$ cat src/rtl/usb_rx_decoder_if.sv
// rtl/usb_rx_decoder_if.sv - line-side inputs and byte-side pulses of the USB receive decoder

interface usb_rx_decoder_if;
    logic       receiving;
    logic       shift_enable;
    logic       d_plus_sync;
    logic [7:0] rx_data;
    logic       rx_valid;
    logic       sync_ok;
    logic       stuff_error;
    logic       sync_error;

    // front end / timer side: drives the line samples, observes decoded bytes
    modport master (
        output receiving,
        output shift_enable,
        output d_plus_sync,
        input  rx_data,
        input  rx_valid,
        input  sync_ok,
        input  stuff_error,
        input  sync_error
    );

    // decoder side
    modport slave (
        input  receiving,
        input  shift_enable,
        input  d_plus_sync,
        output rx_data,
        output rx_valid,
        output sync_ok,
        output stuff_error,
        output sync_error
    );
endinterface

$ cat src/rtl/usb_rx_decoder.sv
// rtl/usb_rx_decoder.sv - NRZI decode, destuff, SYNC check and byte assembly for USB full-speed receive

module usb_rx_decoder (
    input  logic            clk,
    input  logic            rst,
    usb_rx_decoder_if.slave bus
);

    typedef enum logic [1:0] {
        S_IDLE  = 2'd0,
        S_SYNC  = 2'd1,
        S_DATA  = 2'd2,
        S_ERROR = 2'd3
    } state_t;

    state_t     state;
    state_t     state_n;

    logic       prev_level;
    logic       prev_level_n;
    logic [2:0] ones_cnt;
    logic [2:0] ones_cnt_n;
    logic [2:0] bit_cnt;
    logic [2:0] bit_cnt_n;
    // Only seven bits are kept: the eighth accepted bit goes straight into
    // the completed byte, so the register never needs a slot for it.
    logic [6:0] shift_reg;
    logic [6:0] shift_reg_n;
    logic [7:0] rx_data_n;
    logic       rx_valid_n;
    logic       sync_ok_n;
    logic       stuff_error_n;
    logic       sync_error_n;

    logic       decoded;
    logic [7:0] byte_done;

    // NRZI: an unchanged level is a 1, a transition is a 0
    assign decoded   = (bus.d_plus_sync == prev_level);
    assign byte_done = {decoded, shift_reg};

    // state register
    always_ff @(posedge clk) begin
        if (rst) begin
            state <= S_IDLE;
        end else begin
            state <= state_n;
        end
    end

    // next-state, datapath and pulse decode
    always_comb begin
        state_n       = state;
        prev_level_n  = prev_level;
        ones_cnt_n    = ones_cnt;
        bit_cnt_n     = bit_cnt;
        shift_reg_n   = shift_reg;
        rx_data_n     = bus.rx_data;
        rx_valid_n    = 1'b0;
        sync_ok_n     = 1'b0;
        stuff_error_n = 1'b0;
        sync_error_n  = 1'b0;

        if (!bus.receiving) begin
            // end of packet or abort: any partial byte is dropped silently
            state_n      = S_IDLE;
            prev_level_n = 1'b1;
            ones_cnt_n   = 3'd0;
            bit_cnt_n    = 3'd0;
            shift_reg_n  = 7'd0;
        end else begin
            case (state)
                S_IDLE: begin
                    // the line idles in J, which is the NRZI reference for the first SYNC bit
                    state_n      = S_SYNC;
                    prev_level_n = 1'b1;
                    ones_cnt_n   = 3'd0;
                    bit_cnt_n    = 3'd0;
                    shift_reg_n  = 7'd0;
                end
                S_SYNC, S_DATA: begin
                    if (bus.shift_enable) begin
                        prev_level_n = bus.d_plus_sync;
                        if (ones_cnt == 3'd6) begin
                            // this sample is the stuff bit: a 0 is discarded, a 1 is a violation
                            if (decoded) begin
                                stuff_error_n = 1'b1;
                                state_n       = S_ERROR;
                            end else begin
                                ones_cnt_n = 3'd0;
                            end
                        end else begin
                            ones_cnt_n  = decoded ? (ones_cnt + 3'd1) : 3'd0;
                            shift_reg_n = byte_done[7:1];
                            bit_cnt_n   = bit_cnt + 3'd1;
                            if (bit_cnt == 3'd7) begin
                                if (state == S_SYNC) begin
                                    if (byte_done == 8'h80) begin
                                        sync_ok_n = 1'b1;
                                        state_n   = S_DATA;
                                    end else begin
                                        sync_error_n = 1'b1;
                                        state_n      = S_ERROR;
                                    end
                                end else begin
                                    rx_valid_n = 1'b1;
                                    rx_data_n  = byte_done;
                                end
                            end
                        end
                    end
                end
                default: begin
                    // S_ERROR: wait for receiving to drop
                end
            endcase
        end
    end

    // datapath and registered outputs
    always_ff @(posedge clk) begin
        if (rst) begin
            prev_level      <= 1'b1;
            ones_cnt        <= 3'd0;
            bit_cnt         <= 3'd0;
            shift_reg       <= 7'd0;
            bus.rx_data     <= 8'h00;
            bus.rx_valid    <= 1'b0;
            bus.sync_ok     <= 1'b0;
            bus.stuff_error <= 1'b0;
            bus.sync_error  <= 1'b0;
        end else begin
            prev_level      <= prev_level_n;
            ones_cnt        <= ones_cnt_n;
            bit_cnt         <= bit_cnt_n;
            shift_reg       <= shift_reg_n;
            bus.rx_data     <= rx_data_n;
            bus.rx_valid    <= rx_valid_n;
            bus.sync_ok     <= sync_ok_n;
            bus.stuff_error <= stuff_error_n;
            bus.sync_error  <= sync_error_n;
        end
    end

endmodule
$ cat src/flat_wrapper.sv
// flat-port wrapper written by rule: the top's interface ports become plain ports
module usb_rx_decoder_flat 
  (clk, rst, bus_receiving, bus_shift_enable, bus_d_plus_sync, bus_rx_data, bus_rx_valid, bus_sync_ok, bus_stuff_error, bus_sync_error);
  usb_rx_decoder_if bus_i ();
  input  logic clk;
  input  logic rst;
  input wire logic [$bits(bus_i.receiving)-1:0] bus_receiving;
  input wire logic [$bits(bus_i.shift_enable)-1:0] bus_shift_enable;
  input wire logic [$bits(bus_i.d_plus_sync)-1:0] bus_d_plus_sync;
  output wire logic [$bits(bus_i.rx_data)-1:0] bus_rx_data;
  output wire logic [$bits(bus_i.rx_valid)-1:0] bus_rx_valid;
  output wire logic [$bits(bus_i.sync_ok)-1:0] bus_sync_ok;
  output wire logic [$bits(bus_i.stuff_error)-1:0] bus_stuff_error;
  output wire logic [$bits(bus_i.sync_error)-1:0] bus_sync_error;
  assign bus_i.receiving = bus_receiving;
  assign bus_i.shift_enable = bus_shift_enable;
  assign bus_i.d_plus_sync = bus_d_plus_sync;
  assign bus_rx_data = bus_i.rx_data;
  assign bus_rx_valid = bus_i.rx_valid;
  assign bus_sync_ok = bus_i.sync_ok;
  assign bus_stuff_error = bus_i.stuff_error;
  assign bus_sync_error = bus_i.sync_error;
  usb_rx_decoder u_core (.clk(clk), .rst(rst), .bus(bus_i));
endmodule
$ cat config.mk
export PLATFORM = sky130hd
export DESIGN_NAME = usb_rx_decoder_flat
export DESIGN_NICKNAME = d
export VERILOG_FILES = /design/src/rtl/usb_rx_decoder_if.sv /design/src/rtl/usb_rx_decoder.sv /design/src/flat_wrapper.sv
export SDC_FILE = /design/constraint.sdc
export NUM_CORES = 1
export LEC_CHECK = 0
export CAP_MARGIN = 20
export CORE_ASPECT_RATIO = 1.2
export CORE_MARGIN = 10
export CORE_UTILIZATION = 55
export CTS_CLUSTER_DIAMETER = 100
export DETAILED_ROUTE_END_ITERATION = 10
export GPL_ROUTABILITY_DRIVEN = 0
export PLACE_DENSITY = 0.78
export SYNTH_ARGS = -nofsm -noshare
export SYNTH_HDL_FRONTEND = slang
export SYNTH_SLANG_ARGS = --single-unit
export TNS_END_PERCENT = 50
$ cat constraint.sdc
create_clock -name clk -period 3.5 [get_ports clk]
set_clock_uncertainty 0.05 [all_clocks]
set_input_delay 0.7 -clock clk [delete_from_list [all_inputs] [get_ports clk]]
set_output_delay 0.7 -clock clk [all_outputs]
set_load 0.01 [all_outputs]
==> flow_metrics.py, run 1 <==
metrics = {
    "routing": {
        "avgRoutedWirePerCell_um": 13.7,
        "drc": 0,
        "drt_first_pass_iters": 4,
        "first_iter_violations": 20,
        "ant_nets": 0,
        "vias": 916,
        "totalWireLength_um": 2280,
        "viasPerCell": 5.49,
    },
    "sta": {
        "whs_ns": 0.463,
        "setup_viol": 0,
        "final-hold-violation-count": 0,
        "tightest_slew_ns": 0.658,
        "period_share_pct": 63.7,
        "final_max_slew_viol_count": 0,
        "rsz0062_at_grt": "false",
        "fmax_mhz": 448,
        "finalSetupTns_ns": 0,
        "fin_ws_ns": 1.27,
        "relSlewSlack_pct": 55.9,
        "layout_min_cycle_time_ns": 2.23,
    },
    "clock_network": {
        "ctsHoldBuffers": 0,
        "cts_buffer_depth": 2,
        "clock_latency_ns": 0.34,
        "post_cts_buffers": 0,
        "cts_tree": "built",
        "cts_sinks": 28,
        "cts.clk_slew.worst_paths_ns": 0.15,
        "cts_resized": 0,
        "root_buffer": "clkbuf_4",
        "cts_made_buffers": 3,
        "htreeDepth": 1,
    },
    "final_layout": {
        "fillers": 179,
        "drive_gt1_share_pct": 6.57,
        "instances_no_fill": 167,
        "largest_reg_flops": 8,
        "area_growth_pct": 18.5,
        "diodes": 0,
        "layout.nets": 150,
    },
    "critical_path": {
        "critPathCaptureType": "flop",
        "crit_chain": "inv_1, ha_1, nand2b_1, nor3b_2, nand2_1, o32ai_1",
        "path_depth": 6,
        "cp_top_family": "simple AND/OR/NAND/NOR gates",
        "arrival_ns": 2.43,
        "crit_path_max_fanout": 11,
        "crit_type": "flop to flop",
        "rr_worst_depth": 6,
        "cpPeakStageDelay_ns": 0.56,
        "critPathLaunchType": "flop",
        "cp_slowest_cell": "nor3b_2",
        "crit_buf_inv": 1,
        "cp.required_ns": 3.70,
    },
    "global_routing": {
        "met3_usage_pct": 3.15,
        "grtUsageMet1_pct": 13.0,
        "grt_max_degree": 17,
        "grt_pass1_wl_um": 4120,
        "grt_pass1_vias": 933,
        "globalRouteTotalUtil_pct": 11.2,
        "gr-usage-met2_pct": 18.5,
        "antenna_found_initial": 0,
        "grt_overflow": 0,
        "grt_busiest_layer": "met2",
    },
    "yosys": {
        "ys_ff_latch": 28,
        "synthDistinctLibCells": 33,
        "ys_warn_count": 0,
        "synth_most_common_cell": "dfxtp_1",
        "ys_top_cells_by_count": "dfxtp_1, nor2_1, mux2i_1",
        "synthFlopType": "dfxtp_1",
        "syn_area_mm2": 0.00120,
        "synth_top_cells_by_area": "dfxtp_1, mux2i_1, ha_1, nor2_1, a22oi_1",
        "synth_edf_count": 0,
        "synthArstFlopShare_pct": 0,
        "avgSynthCellArea_um2": 9.80,
        "synthCells": 122,
        "ys_seq_area_share_pct": 46.9,
        "netlist.area_leader.share_pct": 46.9,
        "yosysTopAreaCell": "dfxtp_1",
        "synth_nets": 134,
    },
    "power": {
        "vdd_drop_max_mv": 0.343,
        "p_leak_nw": 0.560,
        "powerDensity_mw_per_mm2": 400,
    },
    "placed_design": {
        "portBuffers": 16,
        "dp_hpwl_um": 1670,
        "place_ws_ns": 1.03,
        "dp.cells": 163,
    },
    "floorplan": {
        "initial_core_util_pct": 57.7,
        "design.die.area_mm2": 0.00445,
        "die_w_um": 62.6,
        "core_mm2": 0.00207,
        "pin_count": 17,
        "num_rows": 18,
        "die_y_um": 71.1,
    },
    "job": {
        "drv_cap": 0,
    },
    "worst_hold_path": {
        "worstHoldPathType": "flop to flop",
        "holdPathStages": 2,
    },
    "run_status": {
        "status": "finished clean",
    },
}
[layout by cell type (no fill, tap or decap), types with 2 or more instances in the layout]
cell and count:
mux2i_1 9, nor2b_1 4, nand2_1 5, ha_1 7
nand2b_1 2, dfxtp_1 28, nor4_1 2, a21oi_1 5
a21o_1 2, clkdlybuf4s50_1 16, inv_1 3, o21ai_0 2
clkbuf_4 3, nor2_1 20, nor3_1 4, a22oi_1 8
[power by group]
group          total [mW]  switching [mW]  internal, mW
sequential          0.322         0.00142         0.320
combinational      0.0312          0.0191        0.0121
clock               0.214          0.0980         0.116
total               0.567           0.118         0.448
[logic make-up (layout without fill, tap and decap cells)]
family	Yosys count	count (layout)	synth area share, %
XOR/XNOR	1	1	1.36
AND/OR/NAND/NOR	42	42	17.3
multiplexers	9	9	7.53
buffers and inverters	8	23	3.35
AO/OA/AOI/OAI	27	27	16.3
flip-flops	28	28	46.9
adder cells (fa/ha/maj)	7	7	7.32
[path summary, 6_finish.rpt]
| kind | from | to | slack, ns |
|---|---|---|---|
| worst max-delay path | u_core.state[0]$_SDFFE_PP0P_ | u_core.ones_cnt[1]$_SDFFE_PP0P_ | 1.27 |
| worst min-delay path | u_core.ones_cnt[1]$_SDFFE_PP0P_ | u_core.ones_cnt[1]$_SDFFE_PP0P_ | 0.46 |
| worst max register to register | u_core.state[0]$_SDFFE_PP0P_ | u_core.ones_cnt[1]$_SDFFE_PP0P_ | 1.27 |
| worst min register to register | u_core.ones_cnt[1]$_SDFFE_PP0P_ | u_core.ones_cnt[1]$_SDFFE_PP0P_ | 0.46 |
[worst register-to-register path, stage by stage (launching register included)]
cell      delay (ns)
dfxtp_1         0.41
inv_1           0.07
ha_1            0.43
nand2b_1        0.23
nor3b_2         0.56
nand2_1         0.15
o32ai_1         0.25
[layout make-up]
cell class / count / area (µm²) / share of cell area (%)
Multi-Input combinational cell: 86 / 596 / 42.0
Sequential cell: 28 / 561 / 39.5
Timing Repair Buffer: 16 / 160 / 11.3
Tap cell: 30 / 37.5 / 2.65
Clock inverter: 1 / 30.0 / 2.12
Clock buffer: 3 / 22.5 / 1.59
Inverter: 3 / 11.3 / 0.794
[metal layers]
metal | wire (µm) | share of wire, %
met4 | 36 | 1.6
met5 | 0 | 0
met2 | 1100 | 48
met1 | 1060 | 47
met3 | 80 | 3.5
[per-stage QoR]
| step | util [%] | total power, mW | area (µm²) |
|---|---|---|---|
| final | 68.4 | 0.567 | 1420 |
| after global routing | 68.4 | 0.582 | 1420 |
| after CTS | 68.4 | 0.567 | 1420 |
| after detailed placement | 65.9 | 0.360 | 1370 |
| after global placement | 65.9 | 0.359 | 1370 |
| after floorplan | - | 0.350 | 1200 |
Power figures use the tool's default switching activity.
==> run 2, diff against run 1 <==
--- a/config.mk
+++ b/config.mk
@@ -8,11 +8,11 @@
 export CAP_MARGIN = 20
 export CORE_ASPECT_RATIO = 1.2
 export CORE_MARGIN = 10
-export CORE_UTILIZATION = 55
+export CORE_UTILIZATION = 47
 export CTS_CLUSTER_DIAMETER = 100
 export DETAILED_ROUTE_END_ITERATION = 10
 export GPL_ROUTABILITY_DRIVEN = 0
-export PLACE_DENSITY = 0.78
+export PLACE_DENSITY = 0.71
 export SYNTH_ARGS = -nofsm -noshare
 export SYNTH_HDL_FRONTEND = slang
 export SYNTH_SLANG_ARGS = --single-unit
==> constraint.sdc (replaced) <==
create_clock -name clk -period 1.9 [get_ports clk]
set_clock_uncertainty 0.05 [all_clocks]
set_input_delay 0.38 -clock clk [delete_from_list [all_inputs] [get_ports clk]]
set_output_delay 0.38 -clock clk [all_outputs]
set_load 0.01 [all_outputs]
==> flow_metrics.py, run 2 (synthesis gave the netlist of run 1 again) <==
metrics = {
    "floorplan": {
        "initial_core_util_pct": 50.8,
        "die_y_um": 75.3,
        "num_rows": 19,
        "core_mm2": 0.00235,
        "pin_count": 17,
        "die_w_um": 66.1,
        "design.die.area_mm2": 0.00497,
    },
    "placed_design": {
        "place_ws_ns": -0.00638,
        "dp_hpwl_um": 1960,
        "dpl-instance-area_mm2": 0.00143,
        "dp.cells": 172,
        "portBuffers": 16,
    },
    "final_layout": {
        "diodes": 0,
        "instances_no_fill": 177,
        "final_util_pct": 63.7,
        "layout.nets": 159,
        "drive_gt1_share_pct": 13.7,
        "fillers": 188,
        "largest_reg_flops": 8,
        "final_common_cell": "dfxtp_1",
        "area_growth_pct": 25.3,
        "final_cell_mix": "dfxtp_1, nor2_1, clkdlybuf4s50_1",
        "design_area_mm2": 0.00150,
    },
    "sta": {
        "finalSetupTns_ns": 0,
        "relSlewSlack_pct": 71.7,
        "fmax_mhz": 575,
        "tightest_slew_ns": 0.425,
        "layout_min_cycle_time_ns": 1.74,
        "final-hold-violation-count": 0,
        "period_share_pct": 91.6,
        "final_max_slew_viol_count": 0,
        "setup_viol": 0,
        "fin_ws_ns": 0.160,
        "rsz0062_at_grt": "false",
    },
    "power": {
        "p_leak_nw": 0.614,
        "powerDensity_mw_per_mm2": 698,
        "vdd_drop_max_mv": 0.497,
    },
    "critical_path": {
        "crit_path_max_fanout": 5,
        "cpPeakStageDelay_ns": 0.38,
        "crit_type": "flop to flop",
        "r2r_slack_ns": 0.16,
        "cp_top_family": "simple AND/OR/NAND/NOR gates",
        "arrival_ns": 1.96,
        "critPathLaunchType": "flop",
        "crit_buf_inv": 2,
        "crit_chain": "inv_1, ha_1, nand2b_4, nor3b_4, buf_2, a22oi_1, nor2_1",
        "critPathCaptureType": "flop",
        "cp_slowest_cell": "dfxtp_2",
        "cp.required_ns": 2.12,
    },
    "clock_network": {
        "cts_tree": "built",
        "post_cts_buffers": 0,
        "htreeDepth": 1,
        "root_buffer": "clkbuf_4",
        "cts_buffer_depth": 2,
        "cts_sinks": 28,
        "ctsHoldBuffers": 0,
        "cts_made_buffers": 3,
        "cts.clk_slew.worst_paths_ns": 0.14,
        "clock_latency_ns": 0.32,
    },
    "routing": {
        "vias": 972,
        "totalWireLength_um": 2570,
        "viasPerCell": 5.49,
        "drc": 0,
        "drt_first_pass_iters": 4,
        "avgRoutedWirePerCell_um": 14.5,
        "ant_nets": 0,
        "first_iter_violations": 48,
    },
    "job": {
        "drv_cap": 0,
    },
    "global_routing": {
        "grt_overflow": 0,
        "grt_pass1_wl_um": 4220,
        "antenna_found_initial": 0,
        "grt_pass1_vias": 932,
        "grt_max_degree": 17,
        "globalRouteTotalUtil_pct": 10.4,
    },
    "run_status": {
        "status": "finished clean",
    },
    "worst_hold_path": {
        "worstHoldPathType": "flop to flop",
    },
}
[run 2: tightest hold or removal path, stage by stage, from the launching register on]
cell and delay, ns:
dfxtp_1 0.35, mux2i_1 0.07, nor2_1 0.07
[run 2: what timing repair did]
item	4_1_cts	5_1_grt
endpoints found under the setup margin	0	18
gates resized for setup	0	5
hold endpoints to repair	0	0
[run 2: path summary, 6_finish.rpt]
check                                            end                                from  depth (start not counted)
setup / recovery      u_core.bit_cnt[2]$_SDFFE_PP0P_        u_core.state[0]$_SDFFE_PP0P_                          7
hold / removal    u_core.bus.rx_data[1]$_SDFFE_PP0P_  u_core.bus.rx_data[1]$_SDFFE_PP0P_                          2
setup reg to reg      u_core.bit_cnt[2]$_SDFFE_PP0P_        u_core.state[0]$_SDFFE_PP0P_                          7
hold reg to reg   u_core.bus.rx_data[1]$_SDFFE_PP0P_  u_core.bus.rx_data[1]$_SDFFE_PP0P_                          2
[run 2: area by class of cell]
| class | instances | area, µm² | area share, % |
|---|---|---|---|
| clock buffer | 3 | 22.5 | 1.50 |
| clock inverter | 1 | 30.0 | 2.00 |
| inverter | 3 | 11.3 | 0.751 |
| multi-input combinational | 86 | 609 | 40.7 |
| sequential | 28 | 562 | 37.5 |
| tap | 31 | 38.8 | 2.59 |
| timing repair buffer | 25 | 225 | 15.0 |
[run 2: metal layers]
metal / global-route usage, % / vias up / share of wire [%]
met5: 0 / - / 0
met4: 3.96 / 0 / 0.51
met3: 3.41 / 2 / 6.1
met2: 18.4 / 19 / 53
met1: 11.4 / 466 / 41
li1: - / 485 / -
[run 2: report_power, final]
group          internal (mW)  leakage, nW  switching [mW]
Combinational         0.0351        0.360          0.0393
Sequential             0.590        0.226         0.00270
Clock                  0.213       0.0279           0.166
Total                  0.839        0.614           0.208
[run 2: through the flow]
| stage | hold slack [ns] | total power [mW] |
|---|---|---|
| finish | 0.464 | 1.05 |
| global route | 0.493 | 1.09 |
| CTS | 0.468 | 1.05 |
| detailed placement | 0.444 | 0.675 |
| global placement | 0.424 | 0.673 |
| floorplan | 0.409 | 0.645 |
==> run 3, diff against run 2 <==
--- a/config.mk
+++ b/config.mk
@@ -8,12 +8,12 @@
 export CAP_MARGIN = 20
 export CORE_ASPECT_RATIO = 1.2
 export CORE_MARGIN = 10
-export CORE_UTILIZATION = 47
+export CORE_UTILIZATION = 41
 export CTS_CLUSTER_DIAMETER = 100
 export DETAILED_ROUTE_END_ITERATION = 10
 export GPL_ROUTABILITY_DRIVEN = 0
-export PLACE_DENSITY = 0.71
+export PLACE_DENSITY = 0.63
 export SYNTH_ARGS = -nofsm -noshare
 export SYNTH_HDL_FRONTEND = slang
 export SYNTH_SLANG_ARGS = --single-unit
-export TNS_END_PERCENT = 50
+export TNS_END_PERCENT = 20
==> flow_metrics.py, run 3 (synthesis gave the netlist of run 1 again) <==
metrics = {
    "floorplan": {
        "num_rows": 21,
        "core_mm2": 0.00279,
        "die_w_um": 69.3,
        "die_y_um": 79.2,
        "design.die.area_mm2": 0.00549,
        "initial_core_util_pct": 42.9,
        "pin_count": 17,
    },
    "routing": {
        "totalWireLength_um": 2460,
        "drc": 0,
        "viasPerCell": 5.25,
        "avgRoutedWirePerCell_um": 13.8,
        "vias": 934,
        "ant_nets": 0,
        "drt_first_pass_iters": 5,
        "first_iter_violations": 60,
    },
    "sta": {
        "layout_min_cycle_time_ns": 1.75,
        "fin_ws_ns": 0.149,
        "finalSetupTns_ns": 0,
        "final_max_slew_viol_count": 0,
        "rsz0062_at_grt": "true",
        "relSlewSlack_pct": 72.3,
        "tightest_slew_ns": 0.415,
        "setup_viol": 0,
        "final-hold-violation-count": 0,
        "fmax_mhz": 571,
        "period_share_pct": 92.2,
    },
    "critical_path": {
        "critPathLaunchType": "flop",
        "critPathCaptureType": "flop",
        "crit_path_max_fanout": 9,
        "crit_type": "flop to flop",
        "arrival_ns": 1.96,
        "cp.required_ns": 2.11,
    },
    "clock_network": {
        "post_cts_buffers": 0,
        "cts_made_buffers": 3,
        "cts_buffer_depth": 2,
        "cts_sinks": 28,
        "root_buffer": "clkbuf_4",
        "cts_tree": "built",
        "clock_latency_ns": 0.32,
        "cts.clk_slew.worst_paths_ns": 0.15,
        "ctsHoldBuffers": 0,
        "htreeDepth": 1,
    },
    "global_routing": {
        "grt_max_degree": 17,
        "grt_overflow": 0,
        "globalRouteTotalUtil_pct": 9.11,
        "antenna_found_initial": 0,
        "grt_pass1_vias": 991,
        "grt_pass1_wl_um": 4330,
    },
    "placed_design": {
        "dp_hpwl_um": 1920,
        "place_ws_ns": -0.0243,
        "portBuffers": 16,
    },
    "job": {
        "drv_cap": 0,
    },
    "final_layout": {
        "largest_reg_flops": 8,
        "final_common_cell": "dfxtp_1",
        "drive_gt1_share_pct": 11.8,
        "layout.nets": 157,
        "diodes": 0,
        "final_cell_mix": "dfxtp_1, nor2_1, clkdlybuf4s50_1",
        "area_growth_pct": 23.4,
    },
    "power": {
        "vdd_drop_max_mv": 0.385,
        "powerDensity_mw_per_mm2": 706,
        "p_leak_nw": 0.594,
        "power_mw": 1.04,
    },
    "run_status": {
        "status": "finished clean",
    },
    "worst_hold_path": {
        "worstHoldPathType": "flop to flop",
    },
}
==> run 3: critical path, cell delays in order (launching register included) <==
cell and delay (ns):
dfxtp_2 0.39, inv_1 0.05, ha_1 0.35, nand2b_1 0.19
nor3b_2 0.24, buf_4 0.21, a22oi_1 0.09, nor2_1 0.12
==> run 3: path summary, 6_finish.rpt <==
kind	start	end	slack [ns]	cells past startpoint
max reg2reg	u_core.state[0]$_SDFFE_PP0P_	u_core.shift_reg[5]$_SDFFE_PP0P_	0.15	7
max	u_core.state[0]$_SDFFE_PP0P_	u_core.shift_reg[5]$_SDFFE_PP0P_	0.15	7
min	u_core.ones_cnt[1]$_SDFFE_PP0P_	u_core.ones_cnt[1]$_SDFFE_PP0P_	0.45	2
min reg2reg	u_core.ones_cnt[1]$_SDFFE_PP0P_	u_core.ones_cnt[1]$_SDFFE_PP0P_	0.45	2
==> run 3: timing repair <==
action | CTS | global route
hold endpoints to repair | 0 | 0
gates resized for setup | 0 | 2
endpoints found under the setup margin | 0 | 14
==> run 3: layout make-up <==
type                            count  area (µm²)
Tap cell                           34        42.5
Timing Repair Buffer               23         213
Multi-Input combinational cell     86         596
Clock buffer                        3        22.5
Clock inverter                      1        30.0
Sequential cell                    28         562
Inverter                            3        11.3
Fill cell                         267        1310
==> run 3: metal layers <==
metal | up-vias | part of all wire [%] | track usage, %
li1 | 479 | - | -
met4 | 0 | 0.69 | 3.63
met3 | 2 | 2.9 | 1.87
met1 | 440 | 44 | 10.0
met5 | - | 0 | 0
met2 | 13 | 52 | 16.7
==> run 3: per-stage QoR <==
stage          hold slack (ns)  cells  cell area, µm²  util, %
2_1_floorplan            0.409    122            1200        -
3_3_place_gp             0.426    174            1420     51.1
3_5_place_dp             0.439    174            1420     51.1
4_1_cts                  0.458    178            1480     53.0
5_1_grt                  0.495    178            1480     53.0
6_report                 0.454    178            1480     53.0
==> run 3: where the power goes <==
| part | total (mW) | switching [mW] | internal (mW) |
|---|---|---|---|
| clock network | 0.380 | 0.167 | 0.213 |
| logic | 0.0686 | 0.0377 | 0.0309 |
| registers | 0.593 | 0.00274 | 0.590 |
| total | 1.04 | 0.208 | 0.834 |
